**config.mk**
```make
export PLATFORM = sky130hd
export DESIGN_NAME = score_hit_sequencer
export DESIGN_NICKNAME = d
export VERILOG_FILES = /design/src/rtl/score_pkg.sv /design/src/rtl/score_points_lut.sv /design/src/rtl/score_hit_sequencer.sv
export SDC_FILE = /design/constraint.sdc
export NUM_CORES = 1
export LEC_CHECK = 0
export BUFFER_PORTS_ARGS = -buffer_cell sky130_fd_sc_hd__clkbuf_2
export CAP_MARGIN = 20
export CORE_MARGIN = 2
export CORE_UTILIZATION = 33
export CTS_CLUSTER_DIAMETER = 60
export DETAILED_ROUTE_END_ITERATION = 16
export MAX_ROUTING_LAYER = met4
export PLACE_DENSITY_LB_ADDON = 0.3
export SYNTH_ARGS = -nofsm -noshare
export SYNTH_HDL_FRONTEND = slang
export SYNTH_SLANG_ARGS = --single-unit
```
**constraint.sdc**
```tcl
create_clock -name clk -period 7.6 [get_ports clk]
set_clock_uncertainty 0.15 [all_clocks]
set_input_delay 1.14 -clock clk [delete_from_list [all_inputs] [get_ports clk]]
set_output_delay 1.14 -clock clk [all_outputs]
set_load 0.05 [all_outputs]
```
**src/rtl/score_pkg.sv**
```systemverilog
// Shared definitions for the score path: sequencer FSM states, the BCD
// ceiling of the 3-digit score counter and the default line-clear points table.
// Latency: n/a (types and constants only). Backpressure: n/a.
package score_pkg;

   // Sequencer states. SAT is terminal until reset.
   typedef enum logic [1:0] {
      IDLE  = 2'd0,
      ISSUE = 2'd1,
      GAP   = 2'd2,
      SAT   = 2'd3
   } state_t;

   // Largest value the 3-digit BCD counter can hold; reaching it stops scoring.
   localparam logic [11:0] BCD_MAX = 12'h999;

   // Default points awarded for clearing 1..4 lines. The level/speed logic
   // reads the same table through score_points_lut.
   localparam int unsigned DEF_PTS_1 = 1;
   localparam int unsigned DEF_PTS_2 = 3;
   localparam int unsigned DEF_PTS_3 = 5;
   localparam int unsigned DEF_PTS_4 = 8;

   // Width of the gap counter between hits; bounds the usable HIT_GAP.
   localparam int unsigned GAP_W   = 4;
   localparam int unsigned GAP_MAX = (1 << GAP_W) - 1;

endpackage

```
**src/rtl/score_points_lut.sv**
```systemverilog
// Combinational decode of a line-clear count into the points it is worth.
// Latency: 0 cycles (pure combinational). Backpressure: none, always valid.
// Ports: lines [2:0] in (lines cleared), points [PTS_W-1:0] out (0 for 0 and 5..7).
module score_points_lut
   import score_pkg::*;
#(
   parameter int unsigned PTS_1 = DEF_PTS_1,
   parameter int unsigned PTS_2 = DEF_PTS_2,
   parameter int unsigned PTS_3 = DEF_PTS_3,
   parameter int unsigned PTS_4 = DEF_PTS_4,
   parameter int unsigned PTS_W = 6
) (
   input  logic [2:0]       lines,
   output logic [PTS_W-1:0] points
);

   always_comb begin
      points = '0;
      case (lines)
         3'd1:    points = PTS_W'(PTS_1);
         3'd2:    points = PTS_W'(PTS_2);
         3'd3:    points = PTS_W'(PTS_3);
         3'd4:    points = PTS_W'(PTS_4);
         // No lines or an impossible count: the event is legal but scores nothing.
         default: points = '0;
      endcase
   end

endmodule

```
**src/rtl/score_hit_sequencer.sv**
```systemverilog
// Merges line-clear points and soft-drop bonuses into a pending total and
// drains it as single-cycle hit pulses to the BCD score counter, stopping at 999.
// Latency: first hit the cycle after acceptance, then one hit every HIT_GAP+1 cycles.
// Backpressure: clear_ready drops when a worst-case clear could overflow pending;
//    a drop bonus that would overflow is discarded; once saturated everything is
//    accepted and thrown away.
// Ports:
//    clk, rst            clock, synchronous active-high reset
//    clear_valid/_ready  line-clear handshake, clear_lines [2:0] sampled on accept
//    drop_bonus          single-cycle +1 point request
//    score_bcd [11:0]    current counter value (3 BCD digits)
//    hit                 increment strobe to the counter
//    busy                sequencer active or points still pending
//    saturated           score reached 999, sticky until rst
//    pending [PEND_W-1:0] points not yet issued
module score_hit_sequencer
   import score_pkg::*;
#(
   parameter int unsigned PTS_1   = DEF_PTS_1,
   parameter int unsigned PTS_2   = DEF_PTS_2,
   parameter int unsigned PTS_3   = DEF_PTS_3,
   parameter int unsigned PTS_4   = DEF_PTS_4,
   parameter int unsigned PEND_W  = 6,
   parameter int unsigned HIT_GAP = 0
) (
   input  logic              clk,
   input  logic              rst,
   input  logic              clear_valid,
   input  logic [2:0]        clear_lines,
   output logic              clear_ready,
   input  logic              drop_bonus,
   input  logic [11:0]       score_bcd,
   output logic              hit,
   output logic              busy,
   output logic              saturated,
   output logic [PEND_W-1:0] pending
);

   localparam int unsigned PEND_MAX = (1 << PEND_W) - 1;
   // One spare bit so pending + clear + drop can be checked before it wraps.
   localparam int unsigned SUM_W    = PEND_W + 1;

   // A clear is only taken while the largest possible award still fits with
   // room for one more drop bonus.
   localparam logic [PEND_W-1:0] READY_LIM = PEND_W'(PEND_MAX - PTS_4 - 1);
   localparam logic [SUM_W-1:0]  SUM_MAX   = SUM_W'(PEND_MAX);
   localparam logic [GAP_W-1:0]  GAP_LOAD  = GAP_W'(HIT_GAP);

   // ------------------------------------------------------------------
   // Parameter sanity, caught at elaboration
   // ------------------------------------------------------------------
   if (PTS_4 + 1 >= PEND_MAX) begin : g_bad_pend_w
      $error("score_hit_sequencer: PTS_4 + 1 must be smaller than 2**PEND_W - 1");
   end
   if (PTS_4 < PTS_1 || PTS_4 < PTS_2 || PTS_4 < PTS_3) begin : g_bad_pts_4
      $error("score_hit_sequencer: PTS_4 must be the largest points value");
   end
   if (HIT_GAP > GAP_MAX) begin : g_bad_gap
      $error("score_hit_sequencer: HIT_GAP must be in 0..15");
   end

   // ------------------------------------------------------------------
   // State
   // ------------------------------------------------------------------
   state_t             state;
   logic [PEND_W-1:0]  pend_q;
   logic [GAP_W-1:0]   gap_cnt;
   logic               sat_q;

   // ------------------------------------------------------------------
   // Points decode
   // ------------------------------------------------------------------
   logic [PEND_W-1:0]  lut_pts;

   score_points_lut #(
      .PTS_1 (PTS_1),
      .PTS_2 (PTS_2),
      .PTS_3 (PTS_3),
      .PTS_4 (PTS_4),
      .PTS_W (PEND_W)
   ) u_points_lut (
      .lines  (clear_lines),
      .points (lut_pts)
   );

   // ------------------------------------------------------------------
   // Accept and accumulate
   // ------------------------------------------------------------------
   logic               at_max;
   logic               discard;
   logic               clear_accept;
   logic               drop_accept;
   logic [SUM_W-1:0]   clear_add;
   logic [SUM_W-1:0]   pend_plus_clear;
   logic [SUM_W-1:0]   pend_sum;
   logic [PEND_W-1:0]  pend_nxt;

   assign at_max       = (score_bcd == BCD_MAX);
   // Once the counter is at 999 (or already latched there) every event is
   // swallowed so nothing can ever push the counter past the top.
   assign discard      = at_max || (state == SAT);

   assign clear_ready  = (pend_q <= READY_LIM) || sat_q;
   assign clear_accept = clear_valid && clear_ready;

   assign clear_add       = (clear_accept && !discard) ? {1'b0, lut_pts} : '0;
   assign pend_plus_clear = {1'b0, pend_q} + clear_add;

   // The drop bonus only lands if it leaves pending at or below its maximum.
   assign drop_accept  = drop_bonus && !discard && (pend_plus_clear < SUM_MAX);

   // hit is only ever high in ISSUE, and ISSUE is only entered or held with a
   // non-zero pending, so the subtraction cannot borrow.
   assign pend_sum = pend_plus_clear + SUM_W'(drop_accept) - SUM_W'(hit);

   always_comb begin
      pend_nxt = pend_sum[PEND_W-1:0];
      if (discard) begin
         pend_nxt = '0;
      end else if (pend_sum > SUM_MAX) begin
         // Unreachable with the accept rules above; clamps rather than wraps.
         pend_nxt = PEND_W'(PEND_MAX);
      end
   end

   // ------------------------------------------------------------------
   // Outputs
   // ------------------------------------------------------------------
   // hit comes from the registered state and the counter's registered value,
   // so the strobe at 999 is suppressed in the very cycle the counter gets there.
   assign hit       = (state == ISSUE) && !at_max;
   assign busy      = (state != IDLE) || (pend_q != '0);
   assign saturated = sat_q;
   assign pending   = pend_q;

   // ------------------------------------------------------------------
   // Sequencer FSM
   // ------------------------------------------------------------------
   always_ff @(posedge clk) begin
      if (rst) begin
         state   <= IDLE;
         pend_q  <= '0;
         gap_cnt <= '0;
         sat_q   <= 1'b0;
      end else begin
         pend_q <= pend_nxt;

         if (discard) begin
            state   <= SAT;
            sat_q   <= 1'b1;
            gap_cnt <= '0;
         end else begin
            case (state)
               IDLE: begin
                  if (pend_nxt != '0) begin
                     state <= ISSUE;
                  end
               end

               ISSUE: begin
                  if (HIT_GAP > 0) begin
                     gap_cnt <= GAP_LOAD;
                     state   <= GAP;
                  end else if (pend_nxt != '0) begin
                     state <= ISSUE;
                  end else begin
                     state <= IDLE;
                  end
               end

               GAP: begin
                  // Leaves on the cycle the count reaches zero, so HIT_GAP
                  // idle cycles separate consecutive hits. A zero count can
                  // only appear through corruption; treat it as expired.
                  gap_cnt <= (gap_cnt == '0) ? '0 : gap_cnt - 1'b1;
                  if (gap_cnt <= 1) begin
                     state <= (pend_q != '0) ? ISSUE : IDLE;
                  end
               end

               default: begin
                  state <= SAT;
               end
            endcase
         end
      end
   end

endmodule

```
## After elaboration in Yosys (flattened, before gate mapping)

Cells that the tools add are included.

| storage, ports and cells | value |
|---|---|
| register bits after elaboration | 13 |
| input port bits | 19 |
| logic and storage cells | 50 |

| cells by class | value |
|---|---|
| equal/unequal tests | 10 |
| muxes and demuxes | 11 |
| order comparisons | 4 |
| add/subtract/negate cells | 4 |
| reduce and logical (&&, ||, !) cells | 17 |

Operators by type and width:

| kind | count |
|---|---|
| $mux W6 | 3 |
| $pmux W4 S4 | 1 |
| $eq A12 B12 Y1 const B | 1 |
| $reduce_bool A6 Y1 | 2 |
| $add A6 B6 Y7 | 1 |
| $add A7 B1 Y7 | 1 |
| $gt A7 B6 Y1 const B | 1 |
| $lt A7 B6 Y1 const B | 1 |
| $sub A7 B1 Y7 | 1 |
| $eq A3 B2 Y1 const B | 2 |
| $le A6 B6 Y1 const B | 1 |
| $mux W2 | 3 |
| $ne A3 B3 Y1 const B | 2 |
| $pmux W2 S3 | 1 |
| $logic_and A1 B1 Y1 | 5 |
| $eq A2 B2 Y1 const B | 2 |
| $le A4 B1 Y1 const B | 1 |
| $logic_not A4 Y1 | 1 |
| $mux W4 | 1 |
| $sub A4 B1 Y4 const B | 1 |
| $eq A3 B1 Y1 const B | 1 |
| $eq A3 B3 Y1 const B | 1 |
| $logic_or A1 B1 Y1 | 3 |
| $eq A2 B1 Y1 const B | 1 |
| 6 further kinds | 8 |

## Longest topological paths before layout

| depth | value |
|---|---|
| depth after elaboration | 17 |
| depth in mapped cells | 22 |

## Cells and area by module

A second synthesis with hierarchy kept.

| second synthesis, totals | value |
|---|---|
| cells, all modules | 152 |
| area, all modules | 1238.7 µm² |

By module, submodules not included:

| module | instances | cells each | area each (µm²) |
|---|---|---|---|
| score_hit_sequencer | 1 | 145 | 1176.1 |
| score_points_lut | 1 | 7 | 62.6 |

## Worst setup path after synthesis

No wires, ideal clock.

| path | value |
|---|---|
| kind | input port to flip-flop |
| from | input score_bcd[11] |
| to | register state[0] |
| cell stages on the path | 22 |
| data required time | 7.325 ns |
| slack | 2.227 ns |
| library setup time | 0.125 ns |
| arrival time | 5.098 ns |
| buffers on the path | 0 |
| cell sequence | nor4bb_1 and3_1 a21oi_2 and4b_1 o21a_1 ha_1 inv_1 fa_1 nor2b_1 o21ai_0 nand2b_1 xor2_1 ha_1 nand4_1 and4_1 ha_1 fa_1 nand2b_1 a22oi_1 mux2i_1 nand3_1 o41a_1 |

| on the way | value |
|---|---|
| cells in the longest elaborated chain, start to end | 17 |

Ends and longest elaborated chain:

| item | RTL line | RTL |
|---|---|---|
| start: declaration | score_hit_sequencer.sv:32 | `input logic [11:0] score_bcd,` |
| $eq A12 B12 Y1 * | score_hit_sequencer.sv:98 | `assign at_max = (score_bcd == BCD_MAX);` |
| $logic_or A1 B1 Y1 | score_hit_sequencer.sv:101 | `assign discard = at_max \|\| (state == SAT);` |
| $logic_not A1 Y1 | score_hit_sequencer.sv:106, score_hit_sequencer.sv:110 |  |
| $logic_and A1 B1 Y1 | score_hit_sequencer.sv:106 | `assign clear_add = (clear_accept && !discard) ? {1'b0, lut_pts} : '0;` |
| $mux W6 | score_hit_sequencer.sv:106 |  |
| $add A6 B6 Y7 | score_hit_sequencer.sv:107 | `assign pend_plus_clear = {1'b0, pend_q} + clear_add;` |
| $lt A7 B6 Y1 | score_hit_sequencer.sv:110 | `assign drop_accept = drop_bonus && !discard && (pend_plus_clear < SUM_MAX);` |
| $logic_and A1 B1 Y1 | score_hit_sequencer.sv:110 |  |
| $add A7 B1 Y7 | score_hit_sequencer.sv:114 | `assign pend_sum = pend_plus_clear + SUM_W'(drop_accept) - SUM_W'(hit);` |
| $sub A7 B1 Y7 | score_hit_sequencer.sv:114 |  |
| $gt A7 B6 Y1 | score_hit_sequencer.sv:120 | `end else if (pend_sum > SUM_MAX) begin` |
| $mux W6 | score_hit_sequencer.sv:120 |  |
| $mux W6 | score_hit_sequencer.sv:118 | `if (discard) begin` |
| $reduce_bool A6 Y1 | score_hit_sequencer.sv:155, score_hit_sequencer.sv:164 |  |
| $mux W1 | score_hit_sequencer.sv:164 | `end else if (pend_nxt != '0) begin` |
| $pmux W2 S3 | score_hit_sequencer.sv:153 | `case (state)` |
| $mux W2 | score_hit_sequencer.sv:148 | `if (discard) begin` |
| end signal: assignment | score_hit_sequencer.sv:177 | `state <= (pend_q != '0) ? ISSUE : IDLE;` |
| end: declaration | score_hit_sequencer.sv:65 | `state_t state;` |

Every way passes the cells marked *; elsewhere a longest branch is shown, timed or not.
A chain may end at the register's enable or synchronous reset.

## Worst setup path in the final report

Ends and elaborated chain as after synthesis.

==> flow_summary.yaml <==
synthesis:
  ys_types: 42
  synth-edff-count: 0
  synthCells: 137
  yosys_warnings: 0
  synth_flop_cell: "dfxtp_1"
  ys_seq_area_share_pct: 22.6
  netlist_area_mm2: 0.00115
  synth_seq_cells: 13
  async_reset_ff_share_pct: 0
  syn_avg_cell_area_um2: 8.40
  synth.net_count: 172
sta:
  setup_viol: 0
  tightestPinTransition_ns: 0.377
  tns_ns: 0
  slew_violations: 0
  finalCritPeriodShare_pct: 74.6
  fin_crit_ns: 5.67
  hold_violations: 0
  max_freq_ghz: 0.176
  relSlewSlack_pct: 74.8
  grt_setup_unrepaired: "no"
clocking:
  h-tree-depth: 1
  cts-root-buf: "clkbuf_4"
  clk_pin_slew_ns: 0.07
  postCtsSetupRepairBufs: 0
  tritoncts: "yes"
  cts_num_sinks: 13
  cts-resized-gates: 0
  clk_path_buf_depth: 2
  ctsHoldBuffers: 0
  insertion_delay_ns: 0.27
  cts_buffers: 3
die:
  ios: 29
  std_cell_rows: 21
  die_w_um: 63.1
  die_area_mm2: 0.00398
  core-area_mm2: 0.00334
  chipHeight_um: 63.1
  start_util_pct: 34.5
min_path:
  hold_class: "reg2reg"
  min_path_cells: 1
global_route:
  grt-ovfl-total: 0
  grt_pass1_vias: 967
  grt_pass1_wl_um: 4150
  grt_use_total_pct: 13.0
  antenna_found_initial: 0
  grt_max_degree: 9
place:
  io_buffers: 28
  gp_congestion: 0.785
  placed_area_mm2: 0.00135
  dp_hpwl_um: 2100
route:
  finalWirelength_um: 2480
  drt_iter0_markers: 38
  vias_per_cell: 4.83
  first_pass_iters: 5
  detail-route-antenna-nets: 0
  drcViolationCount: 0
  vias: 1038
  wl_per_cell_um: 11.6
critical_path:
  worstSetupPathType: "in2reg"
  crit_required_ns: 7.61
  startpoint_type: "input pin"
  r2r_cells: 21
  endpoint_kind: "register"
  critPathMaxFanout: 8
  cp_data_arrival_time_ns: 5.68
layout:
  final_cell_area_mm2: 0.00138
  syn_to_final_growth_pct: 19.5
  diodes: 0
  layout-drive-gt1-share_pct: 21.9
  fin_nets: 205
power:
  combPwrFrac_pct: 77.3
  clockPowerShare_pct: 6.1
  p_per_area_mw_per_mm2: 490
  netSwitchingPower_mw: 0.363
  internal-power_mw: 0.310
  ir_drop_mv: 0.140
  seq_power_share_pct: 16.6
  switching_share_pct: 53.9
  p_leak_nw: 0.625
outcome:
  status: "finished, final reports clean"
flow_run:
  maxCapViolCount: 0
flip-flops by register name (all words and copies together), names as in the netlist:
signal / cells
state: 2
pending: 6
gap_cnt: 4
saturated: 1
power by group through the flow:
stage / clock network (mW) / logic, mW / registers, mW
finish: 0.0413 / 0.520 / 0.112
global route: 0.0463 / 0.579 / 0.114
CTS: 0.0425 / 0.520 / 0.112
detailed placement: 0 / 0.516 / 0.113
global placement: 0 / 0.507 / 0.112
floorplan: 0 / 0.362 / 0.163
routing by layer:
metal	track usage, %	up-vias	part of all wire [%]
met3	1.61	0	2.9
met2	22.1	19	49
li1	-	557	-
met1	16.5	462	48
met5	-	-	0
met4	2.50	0	0
cell families after synthesis:
kind of cell,after synthesis,synth area share [%]
xor+xnor,8,6.09
buf+inv,13,4.24
fa+ha+maj,16,18.7
simple gates,57,29.7
flops,13,22.6
compound gates,29,17.8
mux,1,0.870
cells in the final DEF, fill, tap and decap left out, types with 3 or more instances in the layout:
cell / count
clkbuf_2: 28
ha_1: 14
dfxtp_1: 13
inv_1: 12
nor2_1: 12
a21oi_1: 9
nand2b_1: 6
o21a_1: 5
o21ai_0: 4
xor2_1: 4
xnor2_1: 4
nand2_1: 4
nor3_1: 4
nor2b_1: 3
nand3_1: 3
nor4bb_1: 3
nand3b_1: 3
and2_1: 3
clkbuf_4: 3
per-stage QoR:
step / worst slack (ns) / instances / utilization [%] / power (mW) / hold WS, ns
2_1_floorplan: 2.23 / 137 / - / 0.525 / 0.298
3_3_place_gp: 1.75 / 211 / 40.4 / 0.619 / 0.306
3_5_place_dp: 1.63 / 211 / 40.4 / 0.630 / 0.313
4_1_cts: 1.91 / 215 / 41.2 / 0.675 / 0.324
5_1_grt: 1.55 / 215 / 41.2 / 0.739 / 0.340
6_report: 1.93 / 215 / 41.2 / 0.673 / 0.326
path summary, 6_finish.rpt:
| check | start | end | slack, ns |
|---|---|---|---|
| max reg2reg | pending[2]$_SDFF_PP0_ | state[0]$_SDFFE_PP0P_ | 2.80 |
| min | gap_cnt[3]$_SDFFE_PP0P_ | gap_cnt[3]$_SDFFE_PP0P_ | 0.33 |
| min reg2reg | gap_cnt[3]$_SDFFE_PP0P_ | gap_cnt[3]$_SDFFE_PP0P_ | 0.33 |
| max | score_bcd[11] | state[0]$_SDFFE_PP0P_ | 1.93 |
cell usage after synthesis, types with 4 or more instances:
master	count	share of area [%]
ha_1	14	15
dfxtp_1	13	23
inv_1	12	3.9
nor2_1	12	3.9
a21oi_1	9	3.9
nand2b_1	6	3.3
o21a_1	5	3.3
nand2_1	4	1.3
nor3_1	4	1.7
o21ai_0	4	1.7
xnor2_1	4	3.0
xor2_1	4	3.0
area by class of cell:
cell class | instances | area (um2)
fillers | 349 | 1960
flip-flops and latches | 13 | 260
well taps | 46 | 57.6
clock buffers | 4 | 26.3
multi-input cells | 111 | 842
inverters | 13 | 48.8
repair buffers | 28 | 140
critical path: stages:
cell and delay (ns):
clkbuf_2 0.08, nor4bb_1 0.12, and3_1 0.19, a21oi_2 0.29, and4b_1 0.31, o21a_1 0.14, ha_1 0.16, inv_1 0.05
fa_1 0.39, nor2b_1 0.12, o21ai_0 0.09, nand2b_1 0.12, xor2_1 0.35, ha_1 0.21, nand4_1 0.09, and4_1 0.21
ha_1 0.23, fa_1 0.46, nand2b_1 0.09, a22oi_1 0.10, mux2i_1 0.21, nand3_1 0.11, o41a_1 0.41
(Power assumes the default switching activity.)
